$ cat config.mk
export PLATFORM = sky130hd
export DESIGN_NAME = piso_tx
export DESIGN_NICKNAME = d
export VERILOG_FILES = /design/src/rtl/piso_tx.sv
export SDC_FILE = /design/constraint.sdc
export NUM_CORES = 1
export LEC_CHECK = 0
export ABC_AREA = 1
export CORE_MARGIN = 5
export CORE_UTILIZATION = 65
export CTS_CLUSTER_SIZE = 30
export DETAILED_ROUTE_END_ITERATION = 7
export DONT_BUFFER_PORTS = 1
export PLACE_DENSITY = 0.87
export SLEW_MARGIN = 20
export SYNTH_ARGS = -nofsm -noshare
export SYNTH_HDL_FRONTEND = slang
export SYNTH_SLANG_ARGS = --single-unit
$ cat constraint.sdc
create_clock -name clk -period 4.32 [get_ports clk]
set_clock_uncertainty 0.2 [all_clocks]
set_input_delay 0.648 -clock clk [delete_from_list [all_inputs] [get_ports clk]]
set_output_delay 0.648 -clock clk [all_outputs]
set_load 0.05 [all_outputs]
$ cat src/rtl/piso_tx.sv
// -----------------------------------------------------------------------------
// piso_tx -- parallel-in, serial-out bit transmitter
//
// Accepts WIDTH-bit words over a valid/ready handshake and shifts them out
// MSB-first, one bit per clock, on a registered serial output. A one-word
// holding register lets consecutive frames run back to back with no idle
// cycle between them.
//
// Optional feature macro: PISO_TX_PARITY_EN
//   defined   -> one even-parity bit (XOR of the word) follows the data bits
//                and is flagged by sout_last
//   undefined -> data bit 0 is the final bit of the frame
//
// Parameters:
//   WIDTH       data word width, 2..32 (default 8)
// Ports:
//   clk         clock, rising edge
//   rst_n       asynchronous active-low reset
//   din         parallel word to transmit
//   din_valid   din is presented
//   din_ready   registered; a word can be accepted this cycle
//   sout        registered serial data bit (0 while idle)
//   sout_valid  registered; sout carries a frame bit this cycle
//   sout_last   registered; this is the final bit of the frame
//   busy        registered; a frame is in progress
// -----------------------------------------------------------------------------
module piso_tx #(
   parameter int WIDTH = 8
) (
   input  logic             clk,
   input  logic             rst_n,
   input  logic [WIDTH-1:0] din,
   input  logic             din_valid,
   output logic             din_ready,
   output logic             sout,
   output logic             sout_valid,
   output logic             sout_last,
   output logic             busy
);

   localparam int            CW       = (WIDTH > 1) ? $clog2(WIDTH) : 1;
   localparam logic [CW-1:0] LAST_IDX = CW'(WIDTH - 1);

`ifdef PISO_TX_PARITY_EN
   typedef enum logic [1:0] {IDLE, SHIFT, PARITY} state_t;
`else
   typedef enum logic {IDLE, SHIFT} state_t;
`endif

   state_t           state_reg, state_next;
   logic [WIDTH-1:0] shift_reg, shift_next;
   logic [CW-1:0]    cnt_reg, cnt_next;
   logic [WIDTH-1:0] hold_reg, hold_next;
   logic             hold_full_reg, hold_full_next;
`ifdef PISO_TX_PARITY_EN
   logic             par_reg, par_next;
`endif

   logic sout_reg, sout_next;
   logic sout_valid_reg, sout_valid_next;
   logic sout_last_reg, sout_last_next;
   logic busy_reg, busy_next;
   logic din_ready_reg, din_ready_next;

   logic accept;
   logic frame_end;

   // ------------------------------------------------------------------
   // State registers
   // ------------------------------------------------------------------
   always_ff @(posedge clk or negedge rst_n) begin
      if (!rst_n) begin
         state_reg      <= IDLE;
         shift_reg      <= '0;
         cnt_reg        <= '0;
         hold_reg       <= '0;
         hold_full_reg  <= 1'b0;
`ifdef PISO_TX_PARITY_EN
         par_reg        <= 1'b0;
`endif
         sout_reg       <= 1'b0;
         sout_valid_reg <= 1'b0;
         sout_last_reg  <= 1'b0;
         busy_reg       <= 1'b0;
         din_ready_reg  <= 1'b0;
      end else begin
         state_reg      <= state_next;
         shift_reg      <= shift_next;
         cnt_reg        <= cnt_next;
         hold_reg       <= hold_next;
         hold_full_reg  <= hold_full_next;
`ifdef PISO_TX_PARITY_EN
         par_reg        <= par_next;
`endif
         sout_reg       <= sout_next;
         sout_valid_reg <= sout_valid_next;
         sout_last_reg  <= sout_last_next;
         busy_reg       <= busy_next;
         din_ready_reg  <= din_ready_next;
      end
   end

   // ------------------------------------------------------------------
   // Next-state logic. state_reg/shift_reg/cnt_reg describe the bit being
   // driven in the current cycle; the output flops are loaded from the
   // *next* state so that they line up with it one cycle later.
   // ------------------------------------------------------------------
   always_comb begin
      state_next     = state_reg;
      shift_next     = shift_reg;
      cnt_next       = cnt_reg;
      hold_next      = hold_reg;
      hold_full_next = hold_full_reg;
`ifdef PISO_TX_PARITY_EN
      par_next       = par_reg;
`endif
      frame_end      = 1'b0;
      accept         = din_valid & din_ready_reg;

      case (state_reg)
         IDLE: begin
            if (accept) begin
               shift_next = din;
               cnt_next   = '0;
               state_next = SHIFT;
`ifdef PISO_TX_PARITY_EN
               par_next   = 1'b0;
`endif
            end
         end
         SHIFT: begin
            shift_next = {shift_reg[WIDTH-2:0], 1'b0};
            cnt_next   = cnt_reg + 1'b1;
`ifdef PISO_TX_PARITY_EN
            par_next   = par_reg ^ shift_reg[WIDTH-1];
`endif
            if (accept) begin
               hold_next      = din;
               hold_full_next = 1'b1;
            end
            if (cnt_reg == LAST_IDX) begin
`ifdef PISO_TX_PARITY_EN
               state_next = PARITY;
`else
               frame_end  = 1'b1;
`endif
            end
         end
`ifdef PISO_TX_PARITY_EN
         PARITY: begin
            if (accept) begin
               hold_next      = din;
               hold_full_next = 1'b1;
            end
            frame_end = 1'b1;
         end
`endif
         default: state_next = IDLE;
      endcase

      // End of frame: chain straight into the held word. A word accepted on
      // this very edge (only possible with the holding register empty) is
      // loaded directly so it is not stranded in the holding register.
      if (frame_end) begin
         if (hold_full_reg) begin
            shift_next     = hold_reg;
            hold_full_next = 1'b0;
            cnt_next       = '0;
            state_next     = SHIFT;
`ifdef PISO_TX_PARITY_EN
            par_next       = 1'b0;
`endif
         end else if (accept) begin
            shift_next     = din;
            hold_full_next = 1'b0;
            cnt_next       = '0;
            state_next     = SHIFT;
`ifdef PISO_TX_PARITY_EN
            par_next       = 1'b0;
`endif
         end else begin
            state_next = IDLE;
         end
      end

      // Registered outputs derived from the upcoming state.
      sout_next       = 1'b0;
      sout_last_next  = 1'b0;
      sout_valid_next = (state_next != IDLE);
      busy_next       = (state_next != IDLE);
      din_ready_next  = ~hold_full_next;
      if (state_next == SHIFT) begin
         sout_next = shift_next[WIDTH-1];
`ifndef PISO_TX_PARITY_EN
         sout_last_next = (cnt_next == LAST_IDX);
`endif
      end
`ifdef PISO_TX_PARITY_EN
      if (state_next == PARITY) begin
         sout_next      = par_next;
         sout_last_next = 1'b1;
      end
`endif
   end

   assign sout       = sout_reg;
   assign sout_valid = sout_valid_reg;
   assign sout_last  = sout_last_reg;
   assign busy       = busy_reg;
   assign din_ready  = din_ready_reg;

endmodule
==> flow_metrics.py <==
metrics = {
    "outcome": {
        "status": "completed",
    },
    "synth": {
        "yosysSeqAreaShare": 0.5031,
        "synth_top_area_share": 0.5031,
        "synth_edf_count": 0,
        "yosysMostFrequentCell": "nand2_1",
        "synthTopCellsByCount": "nand2_1, dfrtp_1, inv_1",
        "netlist_top_cells_area": "dfrtp_1, nand2_1, inv_1",
        "synth_seq_cells": 24,
        "yosys_warnings": 0,
        "yosys.area.top_type": "dfrtp_1",
        "async_flop_share": 1.000,
        "syn_nets": 159,
        "synth.distinct_cells": 22,
        "syn_area_um2": 1194,
        "synth_cells": 146,
        "syn_area_per_cell_um2": 8.176,
        "synthFlopType": "dfrtp_1",
    },
    "floorplan": {
        "die-area_um2": 2793,
        "core_area_um2": 1745,
        "start_util": 0.6839,
        "ios": 16,
        "die_h_um": 52.85,
        "row_count": 15,
        "die_w_um": 52.85,
    },
    "finish": {
        "area_growth_syn_to_layout_pct": 4.717,
        "stdcell_count": 173,
        "drive_above_1_share": 0.1216,
        "final_nets": 163,
        "antennaDiodeCount": 0,
    },
    "cts": {
        "htreeDepth": 1,
        "hold_buffers": 1,
        "cts_root_buffer": "clkbuf_4",
        "clk_pin_slew_worst_paths_ns": 0.11,
        "cts_tree": "built",
        "clockBufferDepth": 2,
        "cts_sinks": 24,
        "post_cts_buffers": 0,
        "cts_made_buffers": 3,
        "clk_latency_ns": 0.31,
        "cts-resized-gates": 0,
    },
    "min_path": {
        "min_path_type": "input port to asynchronous set/reset pin",
    },
    "critical_path": {
        "worstSetupPathDepth": 1,
        "cp_num_buf_inv": 1,
        "slowest_stage": "dfrtp_1",
        "endpoint": "sout_valid",
        "rr_endpoint": "sout",
        "required_ns": 3.47,
        "reg2reg_from": "busy",
        "rrSetupSlack_ns": 2.40,
        "arrival_ns": 1.26,
        "crit_path_start_kind": "register",
        "rr_worst_depth": 7,
        "critPathTopFamily": "flip-flops",
        "crit_fanout": 9,
        "critPathCaptureType": "output port",
        "crit_chain": "buf_16",
        "slowest_delay_ns": 0.73,
        "critical_path_class": "register to output port",
        "crit_start": "busy",
    },
    "routing": {
        "drt_iter0_drc": 44,
        "route.detailed.drc": 0,
        "routed.top_layer": "met4",
        "wl_met2_um": 1107,
        "vias_per_cell": 5.405,
        "routedWlPerCell_um": 12.75,
        "vias": 935,
        "wl_um": 2206,
        "wl_met1_um": 875,
        "drtPass1Iterations": 4,
        "ant_nets": 0,
        "met3WireLength_um": 134,
    },
    "sta": {
        "tns_ns": 0,
        "fmax_mhz": 474.4,
        "rsz0062_at_grt": "false",
        "maxSlewViolCount": 0,
        "hold_viol": 0,
        "setup_viol": 0,
        "finalCriticalPeriod_ns": 2.108,
        "tightest_slew_ns": 0.5803,
        "period_share": 0.4879,
        "max_slew_margin": 0.6134,
    },
    "placed_design": {
        "post-dp-hpwl_um": 1670,
        "place.port_buffers": 0,
        "place_congestion": 0.8365,
        "placed_cells": 168,
    },
    "power_and_ir_drop": {
        "power.static_leakage_nw": 0.7047,
        "p_per_area_nw_per_um2": 255.7,
        "ir_drop_uv": 251.6,
    },
    "global_route": {
        "overflow": 0,
        "antenna_found_initial": 0,
        "grt_max_degree": 25,
        "grt_pass1_wl_um": 3691,
        "grt_pass1_vias": 899,
        "grtUsageTotal": 0.1847,
    },
    "run": {
        "max_cap_violations": 0,
    },
}
==> logic make-up after synthesis <==
kind of cell / share of synthesized area
AND/OR/NAND/NOR: 0.2809
buffers and inverters: 0.09853
flip-flops: 0.5031
AO/OA/AOI/OAI: 0.09643
adder cells (fa/ha/maj): 0.02096
==> cell usage in the layout, fill, tap and decap left out, types with 3 or more instances in the layout <==
| cell type | instances |
|---|---|
| nand2_1 | 43 |
| dfrtp_1 | 24 |
| inv_1 | 20 |
| nand3_1 | 13 |
| o21ai_0 | 11 |
| nor2_1 | 6 |
| nand2_2 | 5 |
| o22ai_1 | 5 |
| a21oi_1 | 3 |
| clkbuf_4 | 3 |
==> worst min-delay path by stage <==
stage | startpoint | to | slack, ns | cells past startpoint
6_report | rst_n | sout_last | 0.09 | 1
5_1_grt | rst_n | cnt_reg[2] | 0.12 | 1
4_1_cts | din[5] | hold_reg[5] | 0.25 | 2
3_5_place_dp | rst_n | busy | 0.15 | 0
3_3_place_gp | rst_n | busy | 0.15 | 0
2_1_floorplan | rst_n | busy | 0.15 | 0
==> metal layers <==
metal | track usage | up-vias
met3 | 0.03944 | 11
li1 | - | 470
met2 | 0.2975 | 35
met4 | 0.1447 | 0
met1 | 0.2101 | 419
met5 | 0 | -
==> power breakdown <==
part / leakage [nW] / switching, mW / internal, mW
combinational: 0.418 / 0.00443 / 0.000506
clock: 0.0138 / 0.0575 / 0.0326
sequential: 0.273 / 0 / 0.225
total: 0.705 / 0.0619 / 0.258
==> cell type report <==
| cell class | instances | area [um^2] |
|---|---|---|
| multi-input cells | 96 | 475.5 |
| repair buffers | 2 | 32.53 |
| clock buffers | 3 | 22.52 |
| flip-flops and latches | 24 | 600.6 |
| inverters | 23 | 87.58 |
| well taps | 25 | 31.28 |
| fillers | 138 | 495.5 |
==> stage by stage <==
step	hold WS, ns	total power, mW	setup WS (ns)	util	cell area [um^2]
floorplan	0.1524	0.2295	2.426	-	1194
global placement	0.1530	0.2296	2.092	0.6846	1195
detailed placement	0.1529	0.2297	2.047	0.6846	1195
CTS	0.2467	0.3251	2.028	0.7032	1227
global route	0.1218	0.3349	2.150	0.7161	1250
finish	0.08938	0.3196	2.212	0.7161	1250
No activity file was read; power rests on OpenSTA's default activity.
